==> src/rtl/riscv_pkg.sv <==
// Shared RISC-V load-path definitions: load_control encodings (equal to funct3),
// load-unit state type and the alignment rule.
package riscv_pkg;

    localparam logic [2:0] LB  = 3'd0;
    localparam logic [2:0] LH  = 3'd1;
    localparam logic [2:0] LW  = 3'd2;
    localparam logic [2:0] LBU = 3'd4;
    localparam logic [2:0] LHU = 3'd5;

    typedef enum logic [2:0] {
        IDLE,
        REQ,
        WAIT,
        WB,
        FAULT
    } load_state_t;

    // Halves need an even address, words need a 4-byte aligned one.
    function automatic logic is_misaligned(input logic [2:0] ctrl, input logic [1:0] off);
        logic mis;
        case (ctrl)
            LH, LHU: mis = off[0];
            LW:      mis = |off;
            default: mis = 1'b0;
        endcase
        return mis;
    endfunction

endpackage

==> src/rtl/load_extract.sv <==
// Selects the addressed byte/half/word from a read word and sign- or zero-extends it.
// Purely combinational; shared with the store/forwarding path.
module load_extract
    import riscv_pkg::*;
#(
    parameter int unsigned XLEN = 32
) (
    input  logic [XLEN-1:0] i_rdata,
    input  logic [1:0]      i_offset,
    input  logic [2:0]      i_load_control,
    output logic [XLEN-1:0] o_result
);

    logic [7:0]  w_byte;
    logic [15:0] w_half;

    always_comb begin
        w_byte = i_rdata[7:0];
        case (i_offset)
            2'd0:    w_byte = i_rdata[7:0];
            2'd1:    w_byte = i_rdata[15:8];
            2'd2:    w_byte = i_rdata[23:16];
            default: w_byte = i_rdata[31:24];
        endcase
        w_half = i_offset[1] ? i_rdata[31:16] : i_rdata[15:0];

        // Unknown encodings fall through to LB.
        case (i_load_control)
            LH:      o_result = {{(XLEN-16){w_half[15]}}, w_half};
            LW:      o_result = i_rdata;
            LBU:     o_result = {{(XLEN-8){1'b0}}, w_byte};
            LHU:     o_result = {{(XLEN-16){1'b0}}, w_half};
            default: o_result = {{(XLEN-8){w_byte[7]}}, w_byte};
        endcase
    end

endmodule

==> src/rtl/load_unit.sv <==
// Load execute/memory stage: forms the effective address, performs one word read,
// extracts the result and issues a one-cycle write-back or fault pulse.
module load_unit
    import riscv_pkg::*;
#(
    parameter int unsigned XLEN           = 32,
    parameter int unsigned TIMEOUT_CYCLES = 255
) (
    input  logic            i_clk,
    input  logic            i_rst,
    input  logic            i_in_valid,
    output logic            o_in_ready,
    input  logic [XLEN-1:0] i_rs1_value,
    input  logic [11:0]     i_imm,
    input  logic [4:0]      i_rd,
    input  logic [2:0]      i_load_control,
    output logic            o_mem_req,
    output logic [XLEN-1:0] o_mem_addr,
    input  logic            i_mem_gnt,
    input  logic            i_mem_rvalid,
    input  logic [XLEN-1:0] i_mem_rdata,
    output logic            o_wb_en,
    output logic [4:0]      o_wb_rd,
    output logic [XLEN-1:0] o_wb_data,
    output logic            o_misaligned,
    output logic            o_access_fault,
    output logic [XLEN-1:0] o_fault_addr
);

    localparam int unsigned    CntW   = $clog2(TIMEOUT_CYCLES + 1);
    localparam logic [CntW-1:0] CntMax = CntW'(TIMEOUT_CYCLES);

    load_state_t     r_state, w_state_next;
    logic [XLEN-1:0] r_ea;
    logic [4:0]      r_rd;
    logic [2:0]      r_ctrl;
    logic [CntW-1:0] r_cnt, w_cnt_next;
    logic            r_timeout;
    logic [XLEN-1:0] r_mem_addr, r_wb_data, r_fault_addr;
    logic [4:0]      r_wb_rd;

    logic [XLEN-1:0] w_ea;
    logic [XLEN-1:0] w_extracted;
    logic            w_accept, w_mis, w_timeout, w_latch;

    assign w_ea     = i_rs1_value + {{(XLEN-12){i_imm[11]}}, i_imm};
    assign w_accept = i_in_valid && (r_state == IDLE);
    assign w_mis    = is_misaligned(i_load_control, w_ea[1:0]);

    load_extract #(
        .XLEN(XLEN)
    ) u_extract (
        .i_rdata        (i_mem_rdata),
        .i_offset       (r_ea[1:0]),
        .i_load_control (r_ctrl),
        .o_result       (w_extracted)
    );

    always_comb begin
        w_state_next = r_state;
        w_cnt_next   = r_cnt;
        w_timeout    = 1'b0;
        w_latch      = 1'b0;
        unique case (r_state)
            IDLE: begin
                if (w_accept) begin
                    w_state_next = w_mis ? FAULT : REQ;
                    w_cnt_next   = '0;
                end
            end
            REQ: begin
                if (i_mem_gnt && i_mem_rvalid) begin
                    w_state_next = WB;
                    w_latch      = 1'b1;
                end else if (i_mem_gnt) begin
                    w_state_next = WAIT;
                    w_cnt_next   = '0;
                end else begin
                    w_cnt_next = r_cnt + 1'b1;
                    if (w_cnt_next == CntMax) begin
                        w_state_next = FAULT;
                        w_timeout    = 1'b1;
                    end
                end
            end
            WAIT: begin
                if (i_mem_rvalid) begin
                    w_state_next = WB;
                    w_latch      = 1'b1;
                end else begin
                    w_cnt_next = r_cnt + 1'b1;
                    if (w_cnt_next == CntMax) begin
                        w_state_next = FAULT;
                        w_timeout    = 1'b1;
                    end
                end
            end
            WB:      w_state_next = IDLE;
            FAULT:   w_state_next = IDLE;
            default: w_state_next = IDLE;
        endcase
    end

    always_ff @(posedge i_clk) begin
        if (i_rst) begin
            r_state      <= IDLE;
            r_ea         <= '0;
            r_rd         <= '0;
            r_ctrl       <= '0;
            r_cnt        <= '0;
            r_timeout    <= 1'b0;
            r_mem_addr   <= '0;
            r_wb_rd      <= '0;
            r_wb_data    <= '0;
            r_fault_addr <= '0;
        end else begin
            r_state <= w_state_next;
            r_cnt   <= w_cnt_next;
            if (w_accept) begin
                r_ea      <= w_ea;
                r_rd      <= i_rd;
                r_ctrl    <= i_load_control;
                r_timeout <= 1'b0;
                if (w_mis) begin
                    r_fault_addr <= w_ea;
                end else begin
                    r_mem_addr <= {w_ea[XLEN-1:2], 2'b00};
                end
            end
            if (w_timeout) begin
                r_timeout    <= 1'b1;
                r_fault_addr <= r_ea;
            end
            // x0 loads never update the visible write-back value.
            if (w_latch && (r_rd != 5'd0)) begin
                r_wb_rd   <= r_rd;
                r_wb_data <= w_extracted;
            end
        end
    end

    assign o_in_ready     = (r_state == IDLE);
    assign o_mem_req      = (r_state == REQ);
    assign o_mem_addr     = r_mem_addr;
    assign o_wb_en        = (r_state == WB) && (r_rd != 5'd0);
    assign o_wb_rd        = r_wb_rd;
    assign o_wb_data      = r_wb_data;
    assign o_misaligned   = (r_state == FAULT) && !r_timeout;
    assign o_access_fault = (r_state == FAULT) && r_timeout;
    assign o_fault_addr   = r_fault_addr;

endmodule

==> config.mk <==
export PLATFORM = sky130hd
export DESIGN_NAME = load_unit
export DESIGN_NICKNAME = d
export VERILOG_FILES = /design/src/rtl/riscv_pkg.sv /design/src/rtl/load_extract.sv /design/src/rtl/load_unit.sv
export SDC_FILE = /design/constraint.sdc
export NUM_CORES = 1
export LEC_CHECK = 0
export CAP_MARGIN = 25
export CORE_ASPECT_RATIO = 1.75
export CORE_MARGIN = 2
export CORE_UTILIZATION = 55
export CTS_CLUSTER_DIAMETER = 200
export DETAILED_ROUTE_END_ITERATION = 7
export HOLD_SLACK_MARGIN = 0.1
export PLACE_DENSITY = 0.87
export SYNTH_ARGS = -nofsm -noshare
export SYNTH_HDL_FRONTEND = slang
export SYNTH_SLANG_ARGS = --single-unit
==> constraint.sdc <==
create_clock -name i_clk -period 5.1 [get_ports i_clk]
set_clock_uncertainty 0.1 [all_clocks]
set_input_delay 1.02 -clock i_clk [delete_from_list [all_inputs] [get_ports i_clk]]
set_output_delay 1.02 -clock i_clk [all_outputs]
set_load 0.01 [all_outputs]
==> flow_metrics.tcl, run 1 <==
set metrics [dict create \
    status "complete, no violations" \
    clkTransAtPathRegs_ns 0.07 \
    cp_data_arrival_time_ns 4.13 \
    cp-end-kind "flop" \
    cts_tree "done" \
    core_um2 14800 \
    rows 59 \
    worstRegToRegCells 5 \
    power.leakage_uw 0.00395 \
    critPathLaunchType "input port" \
    drt_iter0_drc 707 \
    internal-power_uw 2320 \
    vias 8983 \
    clockPowerShare_pct 34.9 \
    powerDensity_nw_per_um2 320 \
    postSynthCellCount 1059 \
    tightest_slew_ns 0.982 \
    grt_pass1_wl_um 43800 \
    finalCritPeriodShare_pct 76.7 \
    peakVddDrop_v 0.000254 \
    seqPwrFrac_pct 38.8 \
    fill_cells 1200 \
    drive_gt1_share_pct 5.54 \
    timing.rr.end "o_mem_addr[25]$_SDFFE_PP0P_" \
    cap_violations 0 \
    viasPerCell 6.37 \
    synth_area_leaders "dfxtp_1 (36%), nand2_1 (6.8%), a21oi_1 (6.5%)" \
    timing.rr.start "r_state[0]$_SDFFE_PP0N_" \
    hold_start "r_ea[13]$_SDFFE_PP0P_" \
    fmax_mhz 256 \
    ys_async_sr_fraction_pct 0 \
    finalCriticalPeriod_ns 3.91 \
    critPathBufInv 3 \
    grt_overflow 0 \
    die_w_um 97.1 \
    antenna_left 0 \
    postCtsResizedCells 0 \
    track_usage_pct 33.4 \
    setup_viol 0 \
    whs_path_depth 2 \
    place.gp.congestion 1.03 \
    finalNetCount 1337 \
    path_cells "clkdlybuf4s50_1 -> ha_1 -> inv_1 -> fa_1 -> nor2b_1 -> o31ai_1 -> a211oi_1 -> buf_4 -> a2bb2oi_1 -> a41o_1 -> mux2i_1 -> a311o_1" \
    critical_path.top_delay_family "compound AO/OA/AOI/OAI gates" \
    grt_pass1_vias 8767 \
    routedWlPerCell_um 19.7 \
    grt_setup_unrepaired "false" \
    io_buffers 192 \
    drc 0 \
    synth_warnings 0 \
    synthFlopType "dfxtp_1" \
    dp_hpwl_um 20300 \
    synthToLayoutAreaGrowth_pct 30.5 \
    ys_ff_latch 151 \
    num_io_pins 195 \
    grt_max_degree 77 \
    tns_ns 0 \
    required_ns 5.32 \
    r2r_slack_ns 2.20 \
    seq_area_frac_synth_pct 36.3 \
    power.switching_uw 1170 \
    n_antenna_cell 0 \
    synth_area_leader_cell "dfxtp_1" \
    wirelength_um 27800 \
    hold_viol_final 0 \
    root_buffer "clkbuf_16" \
    slew_violations 0 \
    slew_headroom_pct 34.4 \
    synth_top_area_share_pct 36.3 \
    worstPathMaxFanout 5 \
    cts.sinks 151 \
    synthTopCellsByCount "dfxtp_1 (151), nand2_1 (150), a21oi_1 (109)" \
    crit_slowest_cell "a2bb2oi_1" \
    antenna_found_initial 0 \
    die_y_um 167 \
    cts_buffers 17 \
    power_frac_comb_pct 26.4 \
    critical_path_class "in2reg" \
    clkLatencyLatePin_ns 0.43 \
    min_path_type "reg2reg" \
    yosysMostFrequentCell "dfxtp_1" \
    switching_share_pct 33.5 \
    finalPower_uw 3480 \
    syn_area_um2 8340 \
    cts_buffer_depth 2 \
    synth_edf_count 0 \
    hold_path_end "r_ea[13]$_SDFFE_PP0P_" \
    cts_hold_buf 0 \
    dr.pass1.iters 6 \
    start_util_pct 56.2 \
    critPathMaxStageDelay_ns 0.53 \
    synthDistinctLibCells 78 \
    htreeDepth 4 \
    syn_area_per_cell_um2 7.87 \
    dieArea_um2 16200 \
    cts_setup_buffers 0 \
]
## power by group through the flow
| stage | Clock, uW | Combinational [uW] | Sequential, uW |
|---|---|---|---|
| 3_3_place_gp | 0 | 874 | 1370 |
| 6_report | 1210 | 918 | 1350 |
| 2_1_floorplan | 0 | 521 | 1380 |
| 3_5_place_dp | 0 | 892 | 1370 |
| 4_1_cts | 1220 | 901 | 1350 |
| 5_1_grt | 1270 | 988 | 1360 |
## sequential cells by signal, indices dropped and copies added, names as in the netlist
name,cells
o_fault_addr,32
r_cnt,8
r_timeout,1
o_wb_rd,5
r_ctrl,3
r_ea,32
o_mem_addr,30
o_wb_data,32
r_rd,5
r_state,3
## per-stage QoR
stage | hold WS (ns) | utilization [%] | instance area, um^2 | worst slack (ns) | std cells
2_1_floorplan | 0.337 | - | 8340 | 1.75 | 1060
3_3_place_gp | 0.341 | 69.6 | 10300 | 0.873 | 1378
5_1_grt | 0.376 | 73.4 | 10900 | 1.02 | 1410
3_5_place_dp | 0.347 | 69.6 | 10300 | 0.787 | 1378
4_1_cts | 0.356 | 73.4 | 10900 | 1.22 | 1410
6_report | 0.354 | 73.4 | 10900 | 1.19 | 1410
## area by class of cell
cell class,instances,area (um^2),share of cell area (%)
clock buffers,17,425,3.91
clock inverters,15,136,1.25
inverters,16,60.1,0.552
multi-input cells,823,4990,45.9
flip-flops and latches,151,3020,27.8
well taps,183,229,2.10
repair buffers,205,2020,18.5
## worst reg2reg max path, delay by kind of cell, from the launching register on
kind | cells | cell delay (ns)
AOI/OAI and AO/OA | 1 | 0.19
and+or+nand+nor | 4 | 2.10
DFF | 1 | 0.38
## cells by family after synthesis
family                   after synthesis  synth area share (%)
buffers and inverters                 86                  4.10
AO/OA/AOI/OAI                        318                  25.2
AND/OR/NAND/NOR                      429                  23.9
adder cells (fa/ha/maj)               34                  5.19
other                                  1                0.0450
XOR/XNOR                              27                  2.84
flip-flops                           151                  36.3
multiplexers                          13                  2.49
## cell usage in the layout (no fill, tap or decap), types with 12 or more instances in the layout
cell,count
nor3_1,42
inv_1,16
dfxtp_1,151
clkbuf_16,17
nor2_1,107
ha_1,33
nand3_1,33
xnor2_1,17
o21a_1,13
o21ai_0,34
nand4_1,14
a211oi_1,20
nand2_1,150
a21oi_1,109
a22oi_1,26
clkdlybuf4s50_1,191
and2_1,12
a221oi_1,12
a31oi_1,14
buf_4,14
## worst max path at each step
stage | startpoint | end | slack, ns | cells after the start
after floorplan | i_rs1_value[0] | o_mem_addr[28]$_SDFFE_PP0P_ | 1.75 | 10
after global placement | i_rs1_value[0] | o_fault_addr[15]$_SDFFE_PP0P_ | 0.87 | 10
after detailed placement | i_rs1_value[0] | o_fault_addr[15]$_SDFFE_PP0P_ | 0.79 | 10
after CTS | i_rs1_value[0] | o_fault_addr[15]$_SDFFE_PP0P_ | 1.22 | 10
after global routing | i_imm[11] | o_fault_addr[24]$_SDFFE_PP0P_ | 1.02 | 10
final | i_rs1_value[0] | o_mem_addr[28]$_SDFFE_PP0P_ | 1.19 | 12
## per-layer routing
layer / up-vias / part of all wire, % / GRT usage [%]
met3: 128 / 7.6 / 5.46
met2: 512 / 51 / 59.2
li1: 4178 / - / -
met1: 4165 / 34 / 35.6
met4: 0 / 7.3 / 23.3
met5: - / 0 / 0
No activity file was read; power rests on OpenSTA's default activity.
==> run 2: changes to the inputs <==
Settings changed: CORE_UTILIZATION 55 to 51, PLACE_DENSITY 0.87 to 0.81.
Clock period 5.1 ns to 3.9 ns, I/O delays scaled along.
==> run 2 against run 1 <==
Against the previous run: wire length grew 0.66%; via count grew 0.81%; cell count is 4.8% higher; core utilization fell by 1.7 points; sequential power grew 31%; combinational power rose by 42%; hold slack got worse by 0.0016 ns; flip-flop and latch count did not move; count of clock-buffer cells in the layout up 1; clock power is 34% higher; power increased by 35%; largest cell class unchanged.
==> flow_metrics.tcl, run 2 (synthesized netlist as in run 1, its figures left out) <==
set metrics [dict create \
    peakVddDrop_v 0.000304 \
    critPathLaunchType "input port" \
    cts_hold_buf 0 \
    slew_violations 0 \
    busiest_layer "met2" \
    min_path_type "reg2reg" \
    antenna_left 0 \
    cts_setup_buffers 0 \
    grtUsageMet3_pct 4.32 \
    status "complete, no violations" \
    grt_pass1_wl_um 43800 \
    cts_buffers 17 \
    viasPerCell 6.13 \
    hold_viol_final 0 \
    antenna_found_initial 0 \
    die_y_um 173 \
    fin_area_um2 11400 \
    cp_data_arrival_time_ns 3.60 \
    vias 9056 \
    setup_viol 0 \
    required_ns 4.11 \
    path_cells "clkdlybuf4s50_1 -> ha_1 -> inv_1 -> fa_1 -> nor2b_1 -> o31ai_1 -> a211oi_1 -> a2bb2oi_1 -> buf_4 -> a41o_1 -> mux2i_1 -> a311o_1" \
    wirelength_um 28000 \
    timing.rr.end "o_wb_data[19]$_SDFFE_PP0P_" \
    grt_max_degree 90 \
    final_common_cell "clkdlybuf4s50_1" \
    mostFrequentLayoutCells "clkdlybuf4s50_1 (191), dfxtp_1 (151), nand2_1 (150), a21oi_1 (109), nor2_1 (107)" \
    use_met1_pct 34.0 \
    cts_buffer_depth 2 \
    dpl_cell_area_um2 10800 \
    root_buffer "clkbuf_16" \
    place.gp.congestion 1.04 \
    worstPathMaxFanout 4 \
    dieArea_um2 17400 \
    crit_slowest_cell "clkdlybuf4s50_1" \
    critPathMaxStageDelay_ns 0.48 \
    io_buffers 192 \
    postCtsResizedCells 0 \
    hold_path_end "o_wb_rd[0]$_SDFFE_PP0P_" \
    finalCritPeriodShare_pct 87.0 \
    clkLatencyLatePin_ns 0.42 \
    worstRegToRegCells 6 \
    cts_tree "done" \
    hold_ws_ns 0.353 \
    track_usage_pct 31.7 \
    synthToLayoutAreaGrowth_pct 37.0 \
    dp_hpwl_um 20900 \
    routedWlPerCell_um 19.0 \
    finalNetCount 1400 \
    power.leakage_uw 0.00427 \
    drt_iter0_drc 715 \
    rows 61 \
    start_util_pct 52.3 \
    clkTransAtPathRegs_ns 0.07 \
    r2r_slack_ns 1.29 \
    whs_path_depth 2 \
    dr.pass1.iters 7 \
    cap_violations 0 \
    num_io_pins 195 \
    hold_start "o_wb_rd[0]$_SDFFE_PP0P_" \
    n_antenna_cell 0 \
    cp.depth 12 \
    critical_path.top_delay_family "compound AO/OA/AOI/OAI gates" \
    critPathBufInv 3 \
    slew_headroom_pct 32.7 \
    htreeDepth 4 \
    timing.rr.start "r_ea[1]$_SDFFE_PP0P_" \
    grt_pass1_vias 8821 \
    core_um2 16000 \
    critical_path_class "in2reg" \
    powerDensity_nw_per_um2 410 \
    tightest_slew_ns 1.01 \
    met2_usage_pct 57.6 \
    drc 0 \
    fmax_mhz 295 \
    cts.sinks 151 \
    cp-end-kind "flop" \
    die_w_um 101 \
    finalCriticalPeriod_ns 3.39 \
    tns_ns 0 \
    grt_overflow 0 \
    grt_setup_unrepaired "false" \
    drive_gt1_share_pct 10.0 \
    fill_cells 1304 \
]
-- run 2: changes by cell type in the layout (fill, tap and decap cells not counted), sizes merged --
cell | previous run | this run
clkbuf | 17 | 18
bufinv | 0 | 2
clkinvlp | 1 | 5
buf | 14 | 77
clkinv | 6 | 2
inv | 24 | 20
-- run 2: how the worst max path moves through the flow --
| stage | startpoint | to | slack (ns) |
|---|---|---|---|
| floorplan | i_rs1_value[0] | o_mem_addr[28]$_SDFFE_PP0P_ | 0.79 |
| detailed placement | i_rs1_value[0] | o_mem_addr[28]$_SDFFE_PP0P_ | 0.11 |
| finish | i_rs1_value[0] | o_mem_addr[28]$_SDFFE_PP0P_ | 0.51 |
| global placement | i_rs1_value[0] | o_mem_addr[28]$_SDFFE_PP0P_ | 0.16 |
| global route | i_rs1_value[0] | o_mem_addr[28]$_SDFFE_PP0P_ | 0.28 |
| CTS | i_rs1_value[0] | o_mem_addr[28]$_SDFFE_PP0P_ | 0.53 |
-- run 2: layout make-up --
class / count / area, um^2 / share of cell area [%]
Inverter: 16 / 60.1 / 0.526
Clock inverter: 13 / 146 / 1.28
Timing Repair Buffer: 268 / 2530 / 22.2
Tap cell: 189 / 236 / 2.07
Sequential cell: 151 / 3020 / 26.5
Clock buffer: 18 / 429 / 3.76
Multi-Input combinational cell: 823 / 4990 / 43.7
-- run 2: power by group --
| part | leakage, uW | switching (uW) | internal, uW |
|---|---|---|---|
| registers | 0.00123 | 96.3 | 1670 |
| logic | 0.00277 | 700 | 600 |
| clock network | 0.000266 | 674 | 946 |
-- run 2: metal layers --
| layer | vias up | part of all wire [%] |
|---|---|---|
| met5 | - | 0 |
| met4 | 0 | 5.7 |
| met3 | 107 | 5.8 |
| met2 | 419 | 53 |
| met1 | 4214 | 35 |
| li1 | 4316 | - |
-- run 2: tightest hold or removal path, cell delays in order (launching register included) --
cell	delay, ns
dfxtp_1	0.31
nand2_1	0.05
a21oi_1	0.05
-- run 2: through the flow --
step	setup slack (ns)	utilization, %	std cells	total power (uW)
floorplan	0.787	-	1060	2480
finish	0.509	71.6	1478	4690
detailed placement	0.113	67.8	1446	3070
CTS	0.532	71.4	1477	4690
global placement	0.163	67.8	1446	3050
global route	0.284	71.6	1478	4900
==> run 3: changes to the inputs <==
Settings changed: CAP_MARGIN 25 to 0, SETUP_SLACK_MARGIN set to 0.2.
==> run 3 against run 2 <==
Against the previous run: first-iteration DRC count increased by 12%; setup slack gained 0.0020 ns; design area shrank 0.24%; critical endpoint unchanged.
==> flow_metrics.tcl, run 3 (synthesized netlist as in run 1, its figures left out) <==
set metrics [dict create \
    internal-power_uw 3220 \
    grt_overflow 0 \
    fin_area_um2 11400 \
    cts.sinks 151 \
    cts_setup_buffers 0 \
    cts_tree "done" \
    htreeDepth 4 \
    io_buffers 192 \
    wirelength_um 28000 \
    cts_hold_buf 0 \
    track_usage_pct 31.7 \
    slew_headroom_pct 25.7 \
    routed.top_layer "met4" \
    core_um2 16000 \
    cp_data_arrival_time_ns 3.60 \
    cts_buffers 17 \
    worstRegToRegCells 6 \
    seqPwrFrac_pct 37.7 \
    final_common_cell "clkdlybuf4s50_1" \
    tightest_slew_ns 1.11 \
    grt_pass1_wl_um 43800 \
    antenna_found_initial 0 \
    dieArea_um2 17400 \
    power.leakage_uw 0.00425 \
    clockPowerShare_pct 34.6 \
    drc 0 \
    worst_slack_ns 0.511 \
    powerDensity_nw_per_um2 411 \
    r2r_slack_ns 1.29 \
    die_w_um 101 \
    slew_violations 0 \
    tns_ns 0 \
    min_path_type "reg2reg" \
    fmax_mhz 295 \
    fill_cells 1313 \
    antenna_left 0 \
    critPathLaunchType "input port" \
    timing.rr.start "r_ea[1]$_SDFFE_PP0P_" \
    mostFrequentLayoutCells "clkdlybuf4s50_1 (191), dfxtp_1 (151), nand2_1 (150), a21oi_1 (109), nor2_1 (107)" \
    drive_gt1_share_pct 9.94 \
    instances_no_fill 1477 \
    peakVddDrop_v 0.000305 \
    viasPerCell 6.12 \
    pre_cts_slack_ns 0.113 \
    timing.rr.end "o_wb_data[19]$_SDFFE_PP0P_" \
    cap_violations 0 \
    route.met2.wl_um 14800 \
    postCtsResizedCells 0 \
    clkTransAtPathRegs_ns 0.07 \
    hold_viol_final 0 \
    status "complete, no violations" \
    power.switching_uw 1470 \
    grt_max_degree 90 \
    setup_viol 0 \
    critical_path_class "in2reg" \
    place.gp.congestion 1.04 \
    hold_path_end "o_wb_rd[0]$_SDFFE_PP0P_" \
    required_ns 4.11 \
    finalCriticalPeriod_ns 3.39 \
    dpl_cell_area_um2 10800 \
    wl_met3_um 1580 \
    die_y_um 173 \
    start_util_pct 52.3 \
    power_frac_comb_pct 27.7 \
    cp-end-kind "flop" \
    wl_met1_um 9900 \
    grt_pass1_vias 8821 \
    vias 9035 \
    drt_iter0_drc 804 \
    worstPathMaxFanout 4 \
    clkLatencyLatePin_ns 0.42 \
    switching_share_pct 31.4 \
    rows 61 \
    cts_buffer_depth 2 \
    dr.pass1.iters 5 \
    dp.cells 1446 \
    n_antenna_cell 0 \
    hold_start "o_wb_rd[0]$_SDFFE_PP0P_" \
    finalNetCount 1399 \
    whs_path_depth 2 \
    finalCritPeriodShare_pct 86.9 \
    num_io_pins 195 \
    root_buffer "clkbuf_16" \
    grt_setup_unrepaired "false" \
    routedWlPerCell_um 18.9 \
    dp_hpwl_um 20900 \
    synthToLayoutAreaGrowth_pct 36.7 \
]
## run 3: changes by cell type in the layout (fill, tap and decap cells not counted), sizes merged
| cell | change |
|---|---|
| buf | -1 |
## run 3: critical path: stages
cell and delay [ns]:
clkdlybuf4s50_1 0.48, ha_1 0.17, inv_1 0.06, fa_1 0.40, nor2b_1 0.21, o31ai_1 0.13
a211oi_1 0.35, a2bb2oi_1 0.21, buf_4 0.17, a41o_1 0.28, mux2i_1 0.10, a311o_1 0.26
## run 3: how the worst max path moves through the flow
stage                    from                          end  cells past startpoint
2_1_floorplan  i_rs1_value[0]  o_mem_addr[28]$_SDFFE_PP0P_                     10
3_3_place_gp   i_rs1_value[0]  o_mem_addr[28]$_SDFFE_PP0P_                     12
3_5_place_dp   i_rs1_value[0]  o_mem_addr[28]$_SDFFE_PP0P_                     12
4_1_cts        i_rs1_value[0]  o_mem_addr[28]$_SDFFE_PP0P_                     12
5_1_grt        i_rs1_value[0]  o_mem_addr[28]$_SDFFE_PP0P_                     12
6_report       i_rs1_value[0]  o_mem_addr[28]$_SDFFE_PP0P_                     12
## run 3: area by class of cell
class,instances,area [um^2],share of cell area [%]
multi-input combinational,823,4990,43.8
sequential,151,3020,26.5
timing repair buffer,267,2510,22.0
clock buffer,18,429,3.77
tap,189,236,2.08
clock inverter,13,146,1.28
inverter,16,60.1,0.527
## run 3: stage by stage
step,utilization (%),hold slack (ns),power [uW]
4_1_cts,71.4,0.355,4690
3_5_place_dp,67.8,0.346,3070
2_1_floorplan,-,0.337,2480
3_3_place_gp,67.8,0.342,3050
6_report,71.4,0.352,4690
5_1_grt,71.4,0.379,4890
## run 3: layer usage
layer,vias up,global-route usage (%)
met5,-,0
met4,0,18.3
li1,4312,-
met2,400,57.6
met3,114,4.32
met1,4209,34.0
## run 3: power groups by stage
stage	Clock, uW	Sequential, uW	Combinational (uW)
after floorplan	0	1800	682
final	1620	1770	1300
after detailed placement	0	1800	1270
after global placement	0	1800	1260
after global routing	1710	1780	1400
after CTS	1640	1770	1280
